===== src/rtl/lsu_mem_initiator.sv =====
// M-stage load/store initiator: issues one req/gnt/rvalid data-memory transaction per op,
// formats load data and returns a single registered writeback beat.
module lsu_mem_initiator #(
    parameter int unsigned ADDR_W  = 10,
    parameter int unsigned TIMEOUT = 15
) (
    input  logic              clk,
    input  logic              rst,
    input  logic              m_valid_i,
    input  logic              m_we_i,
    input  logic [1:0]        m_size_i,
    input  logic              m_unsigned_i,
    input  logic [31:0]       m_addr_i,
    input  logic [31:0]       m_wdata_i,
    input  logic [4:0]        m_rd_i,
    input  logic              m_regwrite_i,
    output logic              stall_m_o,
    output logic              mem_req_o,
    output logic              mem_we_o,
    output logic [ADDR_W-1:0] mem_addr_o,
    output logic [3:0]        mem_be_o,
    output logic [31:0]       mem_wdata_o,
    input  logic              mem_gnt_i,
    input  logic              mem_rvalid_i,
    input  logic [31:0]       mem_rdata_i,
    output logic              w_valid_o,
    output logic [4:0]        w_rd_o,
    output logic              w_regwrite_o,
    output logic [31:0]       w_rdata_o,
    output logic              misalign_err_o,
    output logic              bus_err_o
);

    localparam int unsigned CNT_W = 8;

    typedef enum logic [1:0] {S_IDLE, S_REQ, S_RESP} state_e;

    state_e             state_q, state_d;
    logic [CNT_W-1:0]   cnt_q, cnt_d;
    logic               req_q, req_d, we_q, we_d;
    logic [ADDR_W-1:0]  addr_q, addr_d;
    logic [3:0]         be_q, be_d;
    logic [31:0]        wdata_q, wdata_d;
    logic [1:0]         size_q, size_d, off_q, off_d;
    logic               uns_q, uns_d, rw_q, rw_d;
    logic [4:0]         rd_q, rd_d;
    logic               w_valid_q, w_valid_d, w_rw_q, w_rw_d;
    logic [4:0]         w_rd_q, w_rd_d;
    logic [31:0]        w_rdata_q, w_rdata_d;
    logic               mis_q, mis_d, bus_q, bus_d;
    logic               stall_c, legal_c, tmo_c;
    logic               unused_addr_c;

    assign unused_addr_c = ^m_addr_i[31:ADDR_W+2];

    function automatic logic [3:0] lane_mask(input logic [1:0] sz, input logic [1:0] off);
        unique case (sz)
            2'b00:   lane_mask = 4'b0001 << off;
            2'b01:   lane_mask = 4'b0011 << off;
            default: lane_mask = 4'b1111;
        endcase
    endfunction

    function automatic logic [31:0] fmt_load(input logic [31:0] d, input logic [1:0] sz,
                                             input logic [1:0] off, input logic uns);
        logic [7:0]  b;
        logic [15:0] h;
        unique case (off)
            2'd0:    b = d[7:0];
            2'd1:    b = d[15:8];
            2'd2:    b = d[23:16];
            default: b = d[31:24];
        endcase
        h = off[1] ? d[31:16] : d[15:0];
        unique case (sz)
            2'b00:   fmt_load = {{24{~uns & b[7]}}, b};
            2'b01:   fmt_load = {{16{~uns & h[15]}}, h};
            default: fmt_load = d;
        endcase
    endfunction

    // Natural alignment check; size 11 never legal.
    always_comb begin
        unique case (m_size_i)
            2'b00:   legal_c = 1'b1;
            2'b01:   legal_c = ~m_addr_i[0];
            2'b10:   legal_c = (m_addr_i[1:0] == 2'b00);
            default: legal_c = 1'b0;
        endcase
    end

    assign tmo_c = (cnt_q == CNT_W'(TIMEOUT - 1));

    always_comb begin
        state_d   = state_q;
        cnt_d     = cnt_q;
        req_d     = req_q;
        we_d      = we_q;
        addr_d    = addr_q;
        be_d      = be_q;
        wdata_d   = wdata_q;
        size_d    = size_q;
        off_d     = off_q;
        uns_d     = uns_q;
        rd_d      = rd_q;
        rw_d      = rw_q;
        w_valid_d = 1'b0;
        w_rd_d    = w_rd_q;
        w_rw_d    = 1'b0;
        w_rdata_d = w_rdata_q;
        mis_d     = 1'b0;
        bus_d     = 1'b0;
        stall_c   = 1'b0;
        unique case (state_q)
            S_IDLE: begin
                if (m_valid_i && legal_c) begin
                    stall_c = 1'b1;
                    state_d = S_REQ;
                    cnt_d   = '0;
                    req_d   = 1'b1;
                    we_d    = m_we_i;
                    addr_d  = m_addr_i[ADDR_W+1:2];
                    be_d    = lane_mask(m_size_i, m_addr_i[1:0]);
                    unique case (m_size_i)
                        2'b00:   wdata_d = {4{m_wdata_i[7:0]}};
                        2'b01:   wdata_d = {2{m_wdata_i[15:0]}};
                        default: wdata_d = m_wdata_i;
                    endcase
                    size_d  = m_size_i;
                    off_d   = m_addr_i[1:0];
                    uns_d   = m_unsigned_i;
                    rd_d    = m_rd_i;
                    rw_d    = m_regwrite_i;
                end else if (m_valid_i) begin
                    mis_d     = 1'b1;
                    w_valid_d = 1'b1;
                    w_rd_d    = m_rd_i;
                    w_rdata_d = '0;
                end
            end
            S_REQ, S_RESP: begin
                stall_c = 1'b1;
                w_rd_d  = rd_q;
                if (state_q == S_REQ && mem_gnt_i) begin
                    req_d = 1'b0;
                    cnt_d = '0;
                    if (we_q) begin
                        stall_c   = 1'b0;
                        state_d   = S_IDLE;
                        w_valid_d = 1'b1;
                        w_rw_d    = rw_q;
                        w_rdata_d = '0;
                    end else begin
                        state_d = S_RESP;
                    end
                end else if (state_q == S_RESP && mem_rvalid_i) begin
                    stall_c   = 1'b0;
                    state_d   = S_IDLE;
                    w_valid_d = 1'b1;
                    w_rw_d    = rw_q;
                    w_rdata_d = fmt_load(mem_rdata_i, size_q, off_q, uns_q);
                end else if (tmo_c) begin
                    // Abandon the op: error beat with regwrite suppressed.
                    stall_c   = 1'b0;
                    state_d   = S_IDLE;
                    req_d     = 1'b0;
                    bus_d     = 1'b1;
                    w_valid_d = 1'b1;
                    w_rdata_d = '0;
                end else begin
                    cnt_d = cnt_q + CNT_W'(1);
                end
            end
            default: state_d = S_IDLE;
        endcase
    end

    always_ff @(posedge clk or negedge rst) begin
        if (!rst) begin
            state_q   <= S_IDLE;
            cnt_q     <= '0;
            req_q     <= 1'b0;
            we_q      <= 1'b0;
            addr_q    <= '0;
            be_q      <= '0;
            wdata_q   <= '0;
            size_q    <= '0;
            off_q     <= '0;
            uns_q     <= 1'b0;
            rd_q      <= '0;
            rw_q      <= 1'b0;
            w_valid_q <= 1'b0;
            w_rd_q    <= '0;
            w_rw_q    <= 1'b0;
            w_rdata_q <= '0;
            mis_q     <= 1'b0;
            bus_q     <= 1'b0;
        end else begin
            state_q   <= state_d;
            cnt_q     <= cnt_d;
            req_q     <= req_d;
            we_q      <= we_d;
            addr_q    <= addr_d;
            be_q      <= be_d;
            wdata_q   <= wdata_d;
            size_q    <= size_d;
            off_q     <= off_d;
            uns_q     <= uns_d;
            rd_q      <= rd_d;
            rw_q      <= rw_d;
            w_valid_q <= w_valid_d;
            w_rd_q    <= w_rd_d;
            w_rw_q    <= w_rw_d;
            w_rdata_q <= w_rdata_d;
            mis_q     <= mis_d;
            bus_q     <= bus_d;
        end
    end

    assign stall_m_o      = rst & stall_c;
    assign mem_req_o      = req_q;
    assign mem_we_o       = we_q;
    assign mem_addr_o     = addr_q;
    assign mem_be_o       = be_q;
    assign mem_wdata_o    = wdata_q;
    assign w_valid_o      = w_valid_q;
    assign w_rd_o         = w_rd_q;
    assign w_regwrite_o   = w_rw_q;
    assign w_rdata_o      = w_rdata_q;
    assign misalign_err_o = mis_q;
    assign bus_err_o      = bus_q;

endmodule


===== config.mk =====
export PLATFORM = sky130hd
export DESIGN_NAME = lsu_mem_initiator
export DESIGN_NICKNAME = d
export VERILOG_FILES = /design/src/rtl/lsu_mem_initiator.sv
export SDC_FILE = /design/constraint.sdc
export NUM_CORES = 1
export LEC_CHECK = 0
export ABC_AREA = 1
export CELL_PAD_IN_SITES_DETAIL_PLACEMENT = 1
export CELL_PAD_IN_SITES_GLOBAL_PLACEMENT = 1
export CORE_MARGIN = 4
export CORE_UTILIZATION = 32
export DETAILED_ROUTE_END_ITERATION = 16
export PLACE_DENSITY_LB_ADDON = 0.3
export SLEW_MARGIN = 10
export SYNTH_ARGS = -nofsm -noshare
export SYNTH_HDL_FRONTEND = slang
export SYNTH_SLANG_ARGS = --single-unit

===== constraint.sdc =====
create_clock -name clk -period 1.95 [get_ports clk]
set_input_delay 0.195 -clock clk [delete_from_list [all_inputs] [get_ports clk]]
set_output_delay 0.195 -clock clk [all_outputs]
set_load 0.005 [all_outputs]

## Word-level counts from Yosys, hierarchy flattened

Index checks and enable logic that the tools add are counted.

- Mux-type cells: 56
- Eq/ne operators: 16
- Add/sub/neg operators: 1
- Shift operators: 2
- Reduce and logical (&&, ||, !) cells: 16
- Bitwise gates (word level): 5

Operators by type and width:

| kind | count |
|---|---|
| 32-bit two-way mux | 6 |
| 32-bit case mux with 2 select lines | 3 |
| 8-bit two-way mux | 7 |
| 8-bit case mux with 3 select lines | 1 |
| 1-bit two-way mux | 23 |
| 16-bit two-way mux | 1 |
| 8-bit case mux with 2 select lines | 1 |
| 3-bit inequality test, second input constant | 4 |
| 2-bit logical NOT | 5 |
| 2-bit two-way mux | 5 |
| 5-bit two-way mux | 2 |
| 5-bit case mux with 2 select lines | 1 |
| 8-bit by 1-bit adder with 8-bit output, second input constant | 1 |
| 2-bit by 1-bit == test with 1-bit output, second input constant | 4 |
| 8-bit by 4-bit == test with 1-bit output, second input constant | 1 |
| 4-bit case mux with 2 select lines | 1 |
| 4-bit AND reduction | 2 |
| 2-bit == test, second input constant | 3 |
| 2-bit inequality test, second input constant | 3 |
| 1-bit case mux with 2 select lines | 3 |
| 5-bit AND reduction | 1 |
| 4-bit inequality test, second input constant | 1 |
| 2-bit case mux with 2 select lines | 1 |
| 2-bit AND reduction | 2 |
| other kinds (9) | 14 |

- Bits in registers: 110
- Logic and storage cells: 114
- Input bits: 111
- Output and inout bits: 90

## Longest topological paths before layout

- Depth in word-level cells: 10
- Gate-level depth with buffers: 12
- Depth with buffers taken out: 11

## Worst setup path before layout

OpenSTA, ideal clock, no wires.

- Path type: reg2reg
- Start: register state_q[0]
- End: register cnt_q[0]
- Slack: 0.226 ns
- Period minus slack after synthesis: 1.724 ns
- Data required time: 1.822 ns
- Setup time: 0.128 ns
- Stages on the path, launching flop included: 10
- Arrival: 1.596 ns
- Path buffers: 2
- Path through: dfrtp_1 -> inv_1 -> ha_1 -> buf_2 -> inv_1 -> a21oi_1 -> nand3_2 -> buf_2 -> nand2_1 -> o21ai_0

- Longest elaborated chain between the ends: 4
- Elaborated cells between the ends (all ways): 13
- Classes of those cells: eq/ne: 5; mux: 2; reduce/logical: 6

Ends and longest elaborated chain:

| element | RTL line | text |
|---|---|---|
| start: declaration | 38 | `state_e state_q, state_d;` |
| start signal: assignment | 199 | `state_q <= state_d;` |
| 2-bit by 1-bit == test with 1-bit output or 2-bit == test (tied branches) | 114, 144, 156 |  |
| 2-bit OR reduction, or another cell as far along | 114 | `unique case (state_q)` |
| 3-bit inequality test (no source line), or another cell as far along | -- |  |
| 4-bit AND reduction (no source line) or 8-bit case mux with 2 select lines (tied branches) | -- |  |
| end signal: assignment | 200 | `cnt_q <= cnt_d;` |
| end: declaration | 39 | `logic [CNT_W-1:0] cnt_q, cnt_d;` |

Several ways; a longest one is shown, not always the timed one.
A chain may end at the register's enable or synchronous reset.

## Worst setup path in the final report

- Start: register state_q[0]
- End: output port stall_m_o

- Longest elaborated chain between the ends: 6
- Elaborated cells between the ends (all ways): 10
- Classes of those cells: eq/ne: 2; mux: 3; bitwise: 1; reduce/logical: 4

Ends and longest elaborated chain:

| element | RTL line | text |
|---|---|---|
| 2-bit == test | 114, 156 |  |
| 1-bit logical AND | 156 | `end else if (state_q == S_RESP && mem_rvalid_i) begin` |
| 1-bit two-way mux | 156 |  |
| 1-bit two-way mux | 144 | `if (state_q == S_REQ && mem_gnt_i) begin` |
| 1-bit case mux with 2 select lines (*) | 114 |  |
| 1-bit bitwise AND (*) | 220 | `assign stall_m_o = rst & stall_c;` |
| end: declaration | 17 | `output logic stall_m_o,` |

Mark *: on every way between the ends. The rest lies on a longest branch, timed or not.

==> summary.txt <==
Outcome
  – Status: completed

Timing
  – Max Fclk: 0.534 GHz
  – Final hold violation count: 0
  – Final worst path period share: 0.961
  – Post-route minimum period: 1.87 ns
  – Max Slew Vio Count: 0
  – Clock skew: roughly 0.011 ns
  – Final setup viols: 0
  – WHS: 0.354 ns
  – Slew headroom: 0.606
  – RSZ-0062 raised after global routing: true
  – Worst-margin pin slew: 0.591 ns

Floorplanning
  – Die W: 142 µm
  – Die footprint: about 20,000 µm²
  – Num ports: 201
  – Rows: 48
  – Initial Utilization: 0.328
  – Die height: 142 µm
  – CORE AREA: about 17,000 µm²

Synthesis
  – Multiplexer share of the synthesized area: 0
  – Simple-Gate Fraction of Synth Area: 0.303
  – Number of enable flip-flop cells after synthesis: 0
  – Syn Area/Cell: 7.57 µm²
  – Most frequent cell after synthesis: nand2_1
  – Sequential area share after synthesis: 0.482
  – Post-Synth XOR/XNOR Area: 0.00153
  – Post-synthesis adder-cell area fraction: 0.0131
  – YS warnings: 0
  – Synthesized area: 5710 µm²
  – Synth async-reset ratio: 1.00
  – Syn_nets: between 800 and 900
  – Combinational family with the most area after synthesis: simple AND/OR/NAND/NOR gates
  – Dominant cell type by area after synthesis: dfrtp_1
  – Number of distinct library cells after synthesis: 30
  – Complex-gate fraction of the synthesized area: 0.127
  – Top FF cell, synth: dfrtp_1
  – Post-synth top cells: nand2_1 (297), dfrtp_1 (110), o21ai_0 (55), inv_1 (50), nand3_1 (46)
  – Cells after Synth: 754
  – Largest cells by area after synthesis: dfrtp_1 (48%), nand2_1 (20%), o21ai_0 (4.8%)
  – Number of synthesized register bits: 110
  – Synth top area share: 0.482

Critical path
  – CP max stage cell: dfrtp_1
  – Crit start category: flop
  – Max incr delay on CP: about 0.42 ns
  – FF-to-FF path depth: 11
  – WP data arrival: 1.68 ns
  – CP Class: reg2out
  – Crit-path cells: buf_4 -> buf_4 -> ha_1 -> inv_1 -> nand2_1 -> a21oi_2 -> buf_2
  – Crit Path Max Fanout: 3
  – RR Startpoint: state_q[0]
  – Most frequent CP cell: buf_4
  – Critical Path Sink Type: primary output
  – Reg-to-reg setup timing slack: 0.12 ns
  – R2r endpoint: w_rdata_o[17]
  – Data required, critical path: 1.75 ns

Layout
  – Diode count: 0
  – Final Cell Area: ~8500 µm²
  – # fillers: 2,108
  – Nets: about 1,100
  – Layout cells sized above 1: 0.127
  – Area grow syn2layout: 48.2%
  – Finished Layout Cells: 1,197

CTS
  – TritonCTS Sinks: 110
  – H-tree levels: 3
  – CTS Root Cell: clkbuf_16
  – CTS tree: yes
  – Max Root-Sink Buffers: 2
  – CTS clk-pin slew, worst paths: around 0.080 ns
  – Clk_lat worst skew: 0.36 ns
  – Total CTS buffers: 9

Worst hold path
  – Hold path depth: 3
  – Hold path start: m_addr_i[4]
  – Tightest Hold Check Type: in2reg
  – Hold EP: mem_addr_o[2]

Placement
  – PortBufs: 180
  – Hpwl dp: about 14,000 µm
  – Final GP Congestion: 0.835
  – DP Cell Count: 1,176
  – Cell Area, Placed: 8080 µm²

Power
  – Max VDD drop: 0.618 mV
  – PD cells: 1350 nW/µm²
  – Total power draw: 11.4 mW
  – Leakage: around 4.0 nW

Routing
  – Drt pass-1 iters: 4
  – Post-route ant nets: 0
  – Final WL: between 15,000 and 20,000 µm
  – WL/cell: around 16 µm
  – DRC Markers: 0
  – 1st-iter DRT viols: roughly 230
  – Routed vias/inst: 4.78
  – Via count: approximately 5,700

Global route
  – Initial antenna violation count: 0
  – Overall Global Routing Usage: 0.191
  – Vias in the first global route: 5,908
  – GR Overflow Total: 0
  – First-pass GRT wire length: roughly 31,000 µm
  – Largest net degree at the start of global routing: 111

Job
  – Maximum capacitance violations: 0
-- critical path, delay by kind of cell (launching register included) --
family          cells  cell delay, ns
compound gates      1            0.11
fa+ha+maj           1            0.23
buf+inv             4            0.48
flops               1            0.42
simple gates        1            0.08
-- timing repair --
item                                    CTS  global route
pin swaps                                 4             4
endpoints found under the hold margin   110             0
gates resized for setup                   7            17
hold buffers                              1             0
endpoints found under the setup margin    1            43
setup buffers                             3             1
gates cloned                              0             0
-- per-stage QoR --
| stage | worst slack [ns] | util | TNS [ns] |
|---|---|---|---|
| 2_1_floorplan | 0.226 | - | 0 |
| 3_3_place_gp | -0.118 | 0.464 | -0.121 |
| 3_5_place_dp | -0.150 | 0.464 | -0.396 |
| 4_1_cts | 0.00502 | 0.482 | 0 |
| 5_1_grt | -0.0210 | 0.486 | -0.0364 |
| 6_report | 0.0767 | 0.486 | 0 |
-- cells in the final DEF, fill, tap and decap left out, drive strengths merged, types with 12 or more instances in the layout --
master / Yosys / routed
nand2: 302 / 302
nand3: 54 / 54
o21ai: 97 / 97
clkdlybuf4s50: 0 / 178
buf: 23 / 60
nor2: 23 / 23
nand4: 12 / 12
a21oi: 40 / 40
inv: 54 / 57
dfrtp: 110 / 110
-- area by class of cell --
type,instances,area (µm²),share of cell area
multi-input combinational,552,2600,0.307
tap,225,282,0.0333
clock inverter,7,63.8,0.00754
sequential,110,2750,0.325
clock buffer,9,225,0.0266
timing repair buffer,239,2330,0.276
inverter,55,208,0.0246
-- power breakdown --
group	internal (mW)	switching, mW
Clock	0.899	0.948
Combinational	2.92	3.20
Sequential	3.02	0.463
-- logic make-up (layout without fill, tap and decap cells) --
logic type	count (synthesis)	count (layout)
fa+ha+maj	6	6
buf+inv	92	310
simple gates	403	403
xor+xnor	1	1
flops	110	110
compound gates	142	142
-- registers in the layout, indices dropped and copies added, names as in the netlist, 2 cells and up --
name,count
w_rdata_o,32
off_q,2
mem_be_o,4
w_rd_o,5
rd_q,5
size_q,2
cnt_q,8
mem_addr_o,10
mem_wdata_o,32
state_q,2
-- metal layers --
layer	part of all wire	GRT usage	up-vias
met4	0.018	0.0591	0
li1	-	-	2852
met2	0.46	0.311	154
met3	0.089	0.0708	22
met5	0	0	-
met1	0.43	0.237	2695
-- worst max path at each step --
| stage | startpoint | to | slack [ns] | cells after the start |
|---|---|---|---|---|
| floorplan | state_q[0] | cnt_q[0] | 0.23 | 9 |
| global placement | m_size_i[0] | stall_m_o | -0.12 | 7 |
| detailed placement | m_size_i[0] | stall_m_o | -0.15 | 7 |
| CTS | cnt_q[0] | stall_m_o | 0.005 | 10 |
| global route | state_q[1] | mem_req_o | -0.02 | 10 |
| finish | state_q[0] | stall_m_o | 0.08 | 7 |
No activity file was read; power rests on OpenSTA's default activity.
